`config.mk`:
```
export PLATFORM = sky130hd
export DESIGN_NAME = wb_arbiter_flat
export DESIGN_NICKNAME = d
export VERILOG_FILES = /design/src/rtl/wb_arbiter_if.sv /design/src/rtl/wb_arbiter.sv /design/src/flat_wrapper.sv
export SDC_FILE = /design/constraint.sdc
export NUM_CORES = 1
export LEC_CHECK = 0
export CORE_AREA = 5 5 135 137
export DETAILED_ROUTE_END_ITERATION = 16
export DIE_AREA = 0 0 140 142
export HOLD_SLACK_MARGIN = 0.08
export PLACE_DENSITY = 0.71
export SLEW_MARGIN = 20
export SYNTH_ARGS = -nofsm -noshare
export SYNTH_HDL_FRONTEND = slang
export SYNTH_SLANG_ARGS = --single-unit
```
`constraint.sdc`:
```
create_clock -name clk -period 3.3 [get_ports clk]
set_clock_uncertainty 0.1 [all_clocks]
set_input_delay 0.66 -clock clk [delete_from_list [all_inputs] [get_ports clk]]
set_output_delay 0.66 -clock clk [all_outputs]
set_load 0.01 [all_outputs]
```
`src/rtl/wb_arbiter_if.sv`:
```
// Write-back bus between the requesters/decoder and the write-back arbiter.
// Carries request handshakes, scoreboard control and register-file write port.
interface wb_arbiter_if #(
  parameter int unsigned REGISTER_WIDTH   = 64,
  parameter int unsigned REGISTERNO_WIDTH = 5
);
  logic [2:0]                      req_valid;
  logic [3*REGISTERNO_WIDTH-1:0]   req_regno;
  logic [3*REGISTER_WIDTH-1:0]     req_value;
  logic [2:0]                      req_ready;
  logic                            issue_set;
  logic [REGISTERNO_WIDTH-1:0]     issue_regno;
  logic                            flush;
  logic                            rf_wr_enable;
  logic [REGISTERNO_WIDTH-1:0]     rf_rd_regno;
  logic [REGISTER_WIDTH-1:0]       rf_rd_value;
  logic [2**REGISTERNO_WIDTH-1:0]  busy;
  logic [31:0]                     conflict_count;

  modport master (
    output req_valid, req_regno, req_value, issue_set, issue_regno, flush,
    input  req_ready, rf_wr_enable, rf_rd_regno, rf_rd_value, busy, conflict_count
  );

  modport slave (
    input  req_valid, req_regno, req_value, issue_set, issue_regno, flush,
    output req_ready, rf_wr_enable, rf_rd_regno, rf_rd_value, busy, conflict_count
  );
endinterface

```
`src/rtl/wb_arbiter.sv`:
```
// Round-robin write-back arbiter (ALU/MEM/MUL) with pending-register scoreboard.
// Define WB_CONFLICT_COUNT_EN to build the contention counter.
module wb_arbiter #(
  parameter int unsigned REGISTER_WIDTH   = 64,
  parameter int unsigned REGISTERNO_WIDTH = 5
) (
  input logic        clk,
  input logic        reset,
  wb_arbiter_if.slave bus
);
  localparam int unsigned NumRegs = 2 ** REGISTERNO_WIDTH;

  logic [1:0]                  ptr_q, ptr_d;
  logic [2:0]                  grant;
  logic                        transfer;
  logic [REGISTERNO_WIDTH-1:0] sel_regno;
  logic [REGISTER_WIDTH-1:0]   sel_value;
  logic [NumRegs-1:0]          busy_q, busy_d;
  logic                        wr_en_q;
  logic [REGISTERNO_WIDTH-1:0] rd_regno_q;
  logic [REGISTER_WIDTH-1:0]   rd_value_q;

  // First valid requester in the order a, b, c.
  function automatic logic [2:0] pick(input logic [2:0] v, input logic [1:0] a,
                                      input logic [1:0] b, input logic [1:0] c);
    logic [2:0] g;
    g = 3'b000;
    if (v[a])      g = 3'b001 << a;
    else if (v[b]) g = 3'b001 << b;
    else if (v[c]) g = 3'b001 << c;
    return g;
  endfunction

  always_comb begin
    grant = 3'b000;
    if (!reset) begin
      unique case (ptr_q)
        2'd0:    grant = pick(bus.req_valid, 2'd0, 2'd1, 2'd2);
        2'd1:    grant = pick(bus.req_valid, 2'd1, 2'd2, 2'd0);
        default: grant = pick(bus.req_valid, 2'd2, 2'd0, 2'd1);
      endcase
    end
  end

  assign transfer      = |grant;
  assign bus.req_ready = grant;

  always_comb begin
    sel_regno = bus.req_regno[0 +: REGISTERNO_WIDTH];
    sel_value = bus.req_value[0 +: REGISTER_WIDTH];
    ptr_d     = ptr_q;
    unique case (grant)
      3'b001: ptr_d = 2'd1;
      3'b010: begin
        sel_regno = bus.req_regno[REGISTERNO_WIDTH +: REGISTERNO_WIDTH];
        sel_value = bus.req_value[REGISTER_WIDTH +: REGISTER_WIDTH];
        ptr_d     = 2'd2;
      end
      3'b100: begin
        sel_regno = bus.req_regno[2*REGISTERNO_WIDTH +: REGISTERNO_WIDTH];
        sel_value = bus.req_value[2*REGISTER_WIDTH +: REGISTER_WIDTH];
        ptr_d     = 2'd0;
      end
      default: ptr_d = ptr_q;
    endcase
  end

  // Issue wins over both write-back clear and flush; x0 is never pending.
  always_comb begin
    busy_d = busy_q;
    if (bus.flush) begin
      busy_d = '0;
    end else if (wr_en_q) begin
      busy_d[rd_regno_q] = 1'b0;
    end
    if (bus.issue_set && (bus.issue_regno != '0)) begin
      busy_d[bus.issue_regno] = 1'b1;
    end
    busy_d[0] = 1'b0;
  end

  always_ff @(posedge clk) begin
    if (reset) begin
      ptr_q      <= 2'd0;
      busy_q     <= '0;
      wr_en_q    <= 1'b0;
      rd_regno_q <= '0;
      rd_value_q <= '0;
    end else begin
      ptr_q   <= ptr_d;
      busy_q  <= busy_d;
      wr_en_q <= transfer && (sel_regno != '0);
      if (transfer) begin
        rd_regno_q <= sel_regno;
        rd_value_q <= sel_value;
      end
    end
  end

  assign bus.rf_wr_enable = wr_en_q;
  assign bus.rf_rd_regno  = rd_regno_q;
  assign bus.rf_rd_value  = rd_value_q;
  assign bus.busy         = busy_q;

`ifdef WB_CONFLICT_COUNT_EN
  logic [31:0] conflict_q;
  logic        conflict;

  assign conflict = (bus.req_valid[0] & bus.req_valid[1]) |
                    (bus.req_valid[0] & bus.req_valid[2]) |
                    (bus.req_valid[1] & bus.req_valid[2]);

  always_ff @(posedge clk) begin
    if (reset) begin
      conflict_q <= '0;
    end else if (conflict) begin
      conflict_q <= conflict_q + 32'd1;
    end
  end

  assign bus.conflict_count = conflict_q;
`else
  assign bus.conflict_count = '0;
`endif
endmodule
```
`src/flat_wrapper.sv`:
```
// flat-port wrapper written by rule: the top's interface ports become plain ports
module wb_arbiter_flat 
#(
  parameter int unsigned REGISTER_WIDTH   = 64,
  parameter int unsigned REGISTERNO_WIDTH = 5
)
  (clk, reset, bus_req_valid, bus_req_regno, bus_req_value, bus_issue_set, bus_issue_regno, bus_flush, bus_req_ready, bus_rf_wr_enable, bus_rf_rd_regno, bus_rf_rd_value, bus_busy, bus_conflict_count);
  wb_arbiter_if #(.REGISTER_WIDTH(REGISTER_WIDTH), .REGISTERNO_WIDTH(REGISTERNO_WIDTH)) bus_i ();
  input logic clk;
  input logic reset;
  input wire logic [$bits(bus_i.req_valid)-1:0] bus_req_valid;
  input wire logic [$bits(bus_i.req_regno)-1:0] bus_req_regno;
  input wire logic [$bits(bus_i.req_value)-1:0] bus_req_value;
  input wire logic [$bits(bus_i.issue_set)-1:0] bus_issue_set;
  input wire logic [$bits(bus_i.issue_regno)-1:0] bus_issue_regno;
  input wire logic [$bits(bus_i.flush)-1:0] bus_flush;
  output wire logic [$bits(bus_i.req_ready)-1:0] bus_req_ready;
  output wire logic [$bits(bus_i.rf_wr_enable)-1:0] bus_rf_wr_enable;
  output wire logic [$bits(bus_i.rf_rd_regno)-1:0] bus_rf_rd_regno;
  output wire logic [$bits(bus_i.rf_rd_value)-1:0] bus_rf_rd_value;
  output wire logic [$bits(bus_i.busy)-1:0] bus_busy;
  output wire logic [$bits(bus_i.conflict_count)-1:0] bus_conflict_count;
  assign bus_i.req_valid = bus_req_valid;
  assign bus_i.req_regno = bus_req_regno;
  assign bus_i.req_value = bus_req_value;
  assign bus_i.issue_set = bus_issue_set;
  assign bus_i.issue_regno = bus_issue_regno;
  assign bus_i.flush = bus_flush;
  assign bus_req_ready = bus_i.req_ready;
  assign bus_rf_wr_enable = bus_i.rf_wr_enable;
  assign bus_rf_rd_regno = bus_i.rf_rd_regno;
  assign bus_rf_rd_value = bus_i.rf_rd_value;
  assign bus_busy = bus_i.busy;
  assign bus_conflict_count = bus_i.conflict_count;
  wb_arbiter #(.REGISTER_WIDTH(REGISTER_WIDTH), .REGISTERNO_WIDTH(REGISTERNO_WIDTH)) u_core (.clk(clk), .reset(reset), .bus(bus_i));
endmodule
```
==> impl_metrics.json <==
{
  "status": "completed",
  "h-tree-depth": 3,
  "synth.most_common_cell": "dfxtp_1",
  "clk_pin_slew_ps": 70,
  "antenna_found_initial": 1,
  "synthesis.instances": 623,
  "port_buffers": 322,
  "peakVddDrop_v": 0.000286,
  "hold_start": "u_core.bus.rf_rd_value[10]",
  "cp.arrival_ps": 2350,
  "whs_path_depth": 2,
  "ys_top_cells_by_area": "dfxtp_1 (40%), a21oi_1 (8.2%), a221o_1 (7.3%)",
  "drive_gt1_share_pct": 4.67,
  "n_fill_cell": 1623,
  "cts_resized": 0,
  "cp-end-kind": "primary output",
  "yosys.area.top_type": "dfxtp_1",
  "cts_tree": "built",
  "ys_types": 34,
  "setup_viol": 0,
  "slew_headroom_pct": 42.3,
  "crit_type": "input port to primary output",
  "via_per_inst": 5.09,
  "hold_end": "u_core.bus.rf_rd_value[10]",
  "regToRegEndpoint": "u_core.bus.rf_wr_enable",
  "synth-main-ff-cell": "dfxtp_1",
  "critPathRequiredTime_ps": 2540,
  "grt_max_degree": 75,
  "post-route-drc-count": 0,
  "crit_path_max_fanout": 7,
  "die_h_um": 142,
  "synth_edf_count": 0,
  "insertion_delay_ps": 350,
  "cts_hold_buf": 0,
  "fin_util_pct": 51.9,
  "grt_pass1_vias": 5629,
  "cts.sinks": 103,
  "rsz0062_at_grt": "false",
  "core_region_area_sq_um": 16900,
  "power_frac_clock_pct": 34.3,
  "cts-root-buf": "clkbuf_16",
  "r2r-start": "u_core.ptr_q[1]",
  "post_cts_buffers": 0,
  "power_switching_share_pct": 27.1,
  "synth.cell_area_sq_um": 5110,
  "area.growth.synth_to_final_pct": 72.2,
  "syn_area_per_cell_sq_um": 8.20,
  "combPwrFrac_pct": 25.7,
  "r2r_cells": 7,
  "rows": 48,
  "p_int_w": 0.00252,
  "ios": 356,
  "max_freq_ghz": 0.321,
  "min_period_ps": 3110,
  "layout.nets": 1135,
  "grt.total_usage_pct": 20.5,
  "maxCapViolCount": 0,
  "dpl.hpwl_mm": 16.7,
  "grt_pass1_wl_mm": 32.0,
  "worst_pin_slew_ps": 865,
  "finalMaxSlewViolations": 0,
  "p_leak_nw": 3.25,
  "place_inst": 1130,
  "start_util_pct": 30.2,
  "drt-pass1-iter-count": 8,
  "finalHoldViolCount": 0,
  "critPathLaunchType": "input port",
  "grt-ovfl-total": 0,
  "wl_per_cell_um": 18.9,
  "yosys_warnings": 0,
  "clockBufferDepth": 2,
  "final.period_utilization_pct": 94.4,
  "finalNonFillerCells": 1147,
  "final.setup.tns_ps": 0,
  "hold_class": "flop to flop",
  "place_congestion": 0.856,
  "p_switching_w": 0.000937,
  "wirelength_mm": 21.6,
  "dieArea_sq_um": 19900,
  "yosysTopAreaCellShare_pct": 40.4,
  "ys_seq_area_share_pct": 40.4,
  "antenna_left": 0,
  "postSynth.asyncResetShare_pct": 0,
  "p_seq_share_pct": 40.0,
  "powerDensity_nw_per_um2": 393,
  "via_count": 5834,
  "rrSetupSlack_ps": 1000,
  "synth_seq_cells": 103,
  "drtIter0Drc": 394,
  "yosys-top-cells-count": "dfxtp_1 (103), nor2_1 (91), a21oi_1 (84), clkbuf_1 (52), nor3_1 (44)",
  "cts_buffers": 9,
  "die_x_um": 140
}
-- layer usage --
metal  GRT usage, %  part of all wire (%)  up-vias
met3           5.51                   7.7       36
li1               -                     -     2835
met5              0                     0        -
met1           24.4                    39     2708
met4           8.31                   3.3        0
met2           35.1                    50      255
-- layout by cell type (no fill, tap or decap), types with 15 or more instances in the layout --
master,n
a211oi_1,33
conb_1,33
o21ai_0,17
nor2_1,90
a222oi_1,28
a21oi_1,84
dfxtp_1,103
clkdlybuf4s50_1,321
a221o_1,37
nor2b_1,19
nand2b_1,15
buf_4,15
nand2_1,19
nor3_1,44
-- kinds of logic after synthesis --
| group | Yosys count | share of synthesized area, % |
|---|---|---|
| simple gates | 217 | 20.7 |
| compound gates | 211 | 29.6 |
| flops | 103 | 40.4 |
| other cells | 1 | 0.0734 |
| buf+inv | 91 | 9.21 |
-- how the worst max path moves through the flow --
stage	startpoint	to	slack, ps	depth (start not counted)
floorplan	reset	bus_req_ready[1]	950	5
global placement	bus_req_valid[1]	bus_req_ready[2]	200	4
detailed placement	bus_req_valid[1]	bus_req_ready[2]	170	4
CTS	bus_req_valid[1]	bus_req_ready[2]	180	4
global route	bus_req_valid[0]	bus_req_ready[1]	120	5
finish	bus_req_valid[0]	bus_req_ready[1]	190	5
-- power groups by stage --
stage | clock (W) | sequential, W | combinational, W
2_1_floorplan | 0 | 0.00143 | 0.000350
3_3_place_gp | 0 | 0.00141 | 0.000887
3_5_place_dp | 0 | 0.00141 | 0.000890
4_1_cts | 0.00120 | 0.00138 | 0.000893
5_1_grt | 0.00126 | 0.00139 | 0.000956
6_report | 0.00119 | 0.00138 | 0.000888
-- metrics by stage --
step | hold WS (ps) | instance area [sq um] | setup WS (ps) | power, W
2_1_floorplan | 411 | 5230 | 955 | 0.00178
3_3_place_gp | 376 | 8470 | 198 | 0.00229
3_5_place_dp | 379 | 8470 | 174 | 0.00230
4_1_cts | 393 | 8790 | 180 | 0.00348
5_1_grt | 403 | 8790 | 117 | 0.00361
6_report | 392 | 8790 | 185 | 0.00346
-- critical path: stages --
cell	delay (ps)
clkdlybuf4s50_1	540
nor2b_1	190
o22ai_1	160
and2_2	240
clkdlybuf4s50_1	560
-- sequential cells by signal, summed over array words and instances (netlist names) --
| register | flops |
|---|---|
| u_core.bus.rf_rd_value | 64 |
| u_core.bus.busy | 31 |
| u_core.bus.rf_rd_regno | 5 |
| u_core.ptr_q | 2 |
| u_core.bus.rf_wr_enable | 1 |
-- final cells by class --
type	instances	area, sq um	share of cell area (%)
Sequential cell	103	2060	23.4
Antenna cell	1	2.50	0.0285
Clock inverter	5	81.3	0.925
Inverter	1	3.75	0.0427
Clock buffer	11	243	2.76
Timing Repair Buffer	340	3410	38.7
Tap cell	225	282	3.20
Multi-Input combinational cell	461	2720	30.9
Note: power is estimated with default switching activity, not from simulation.
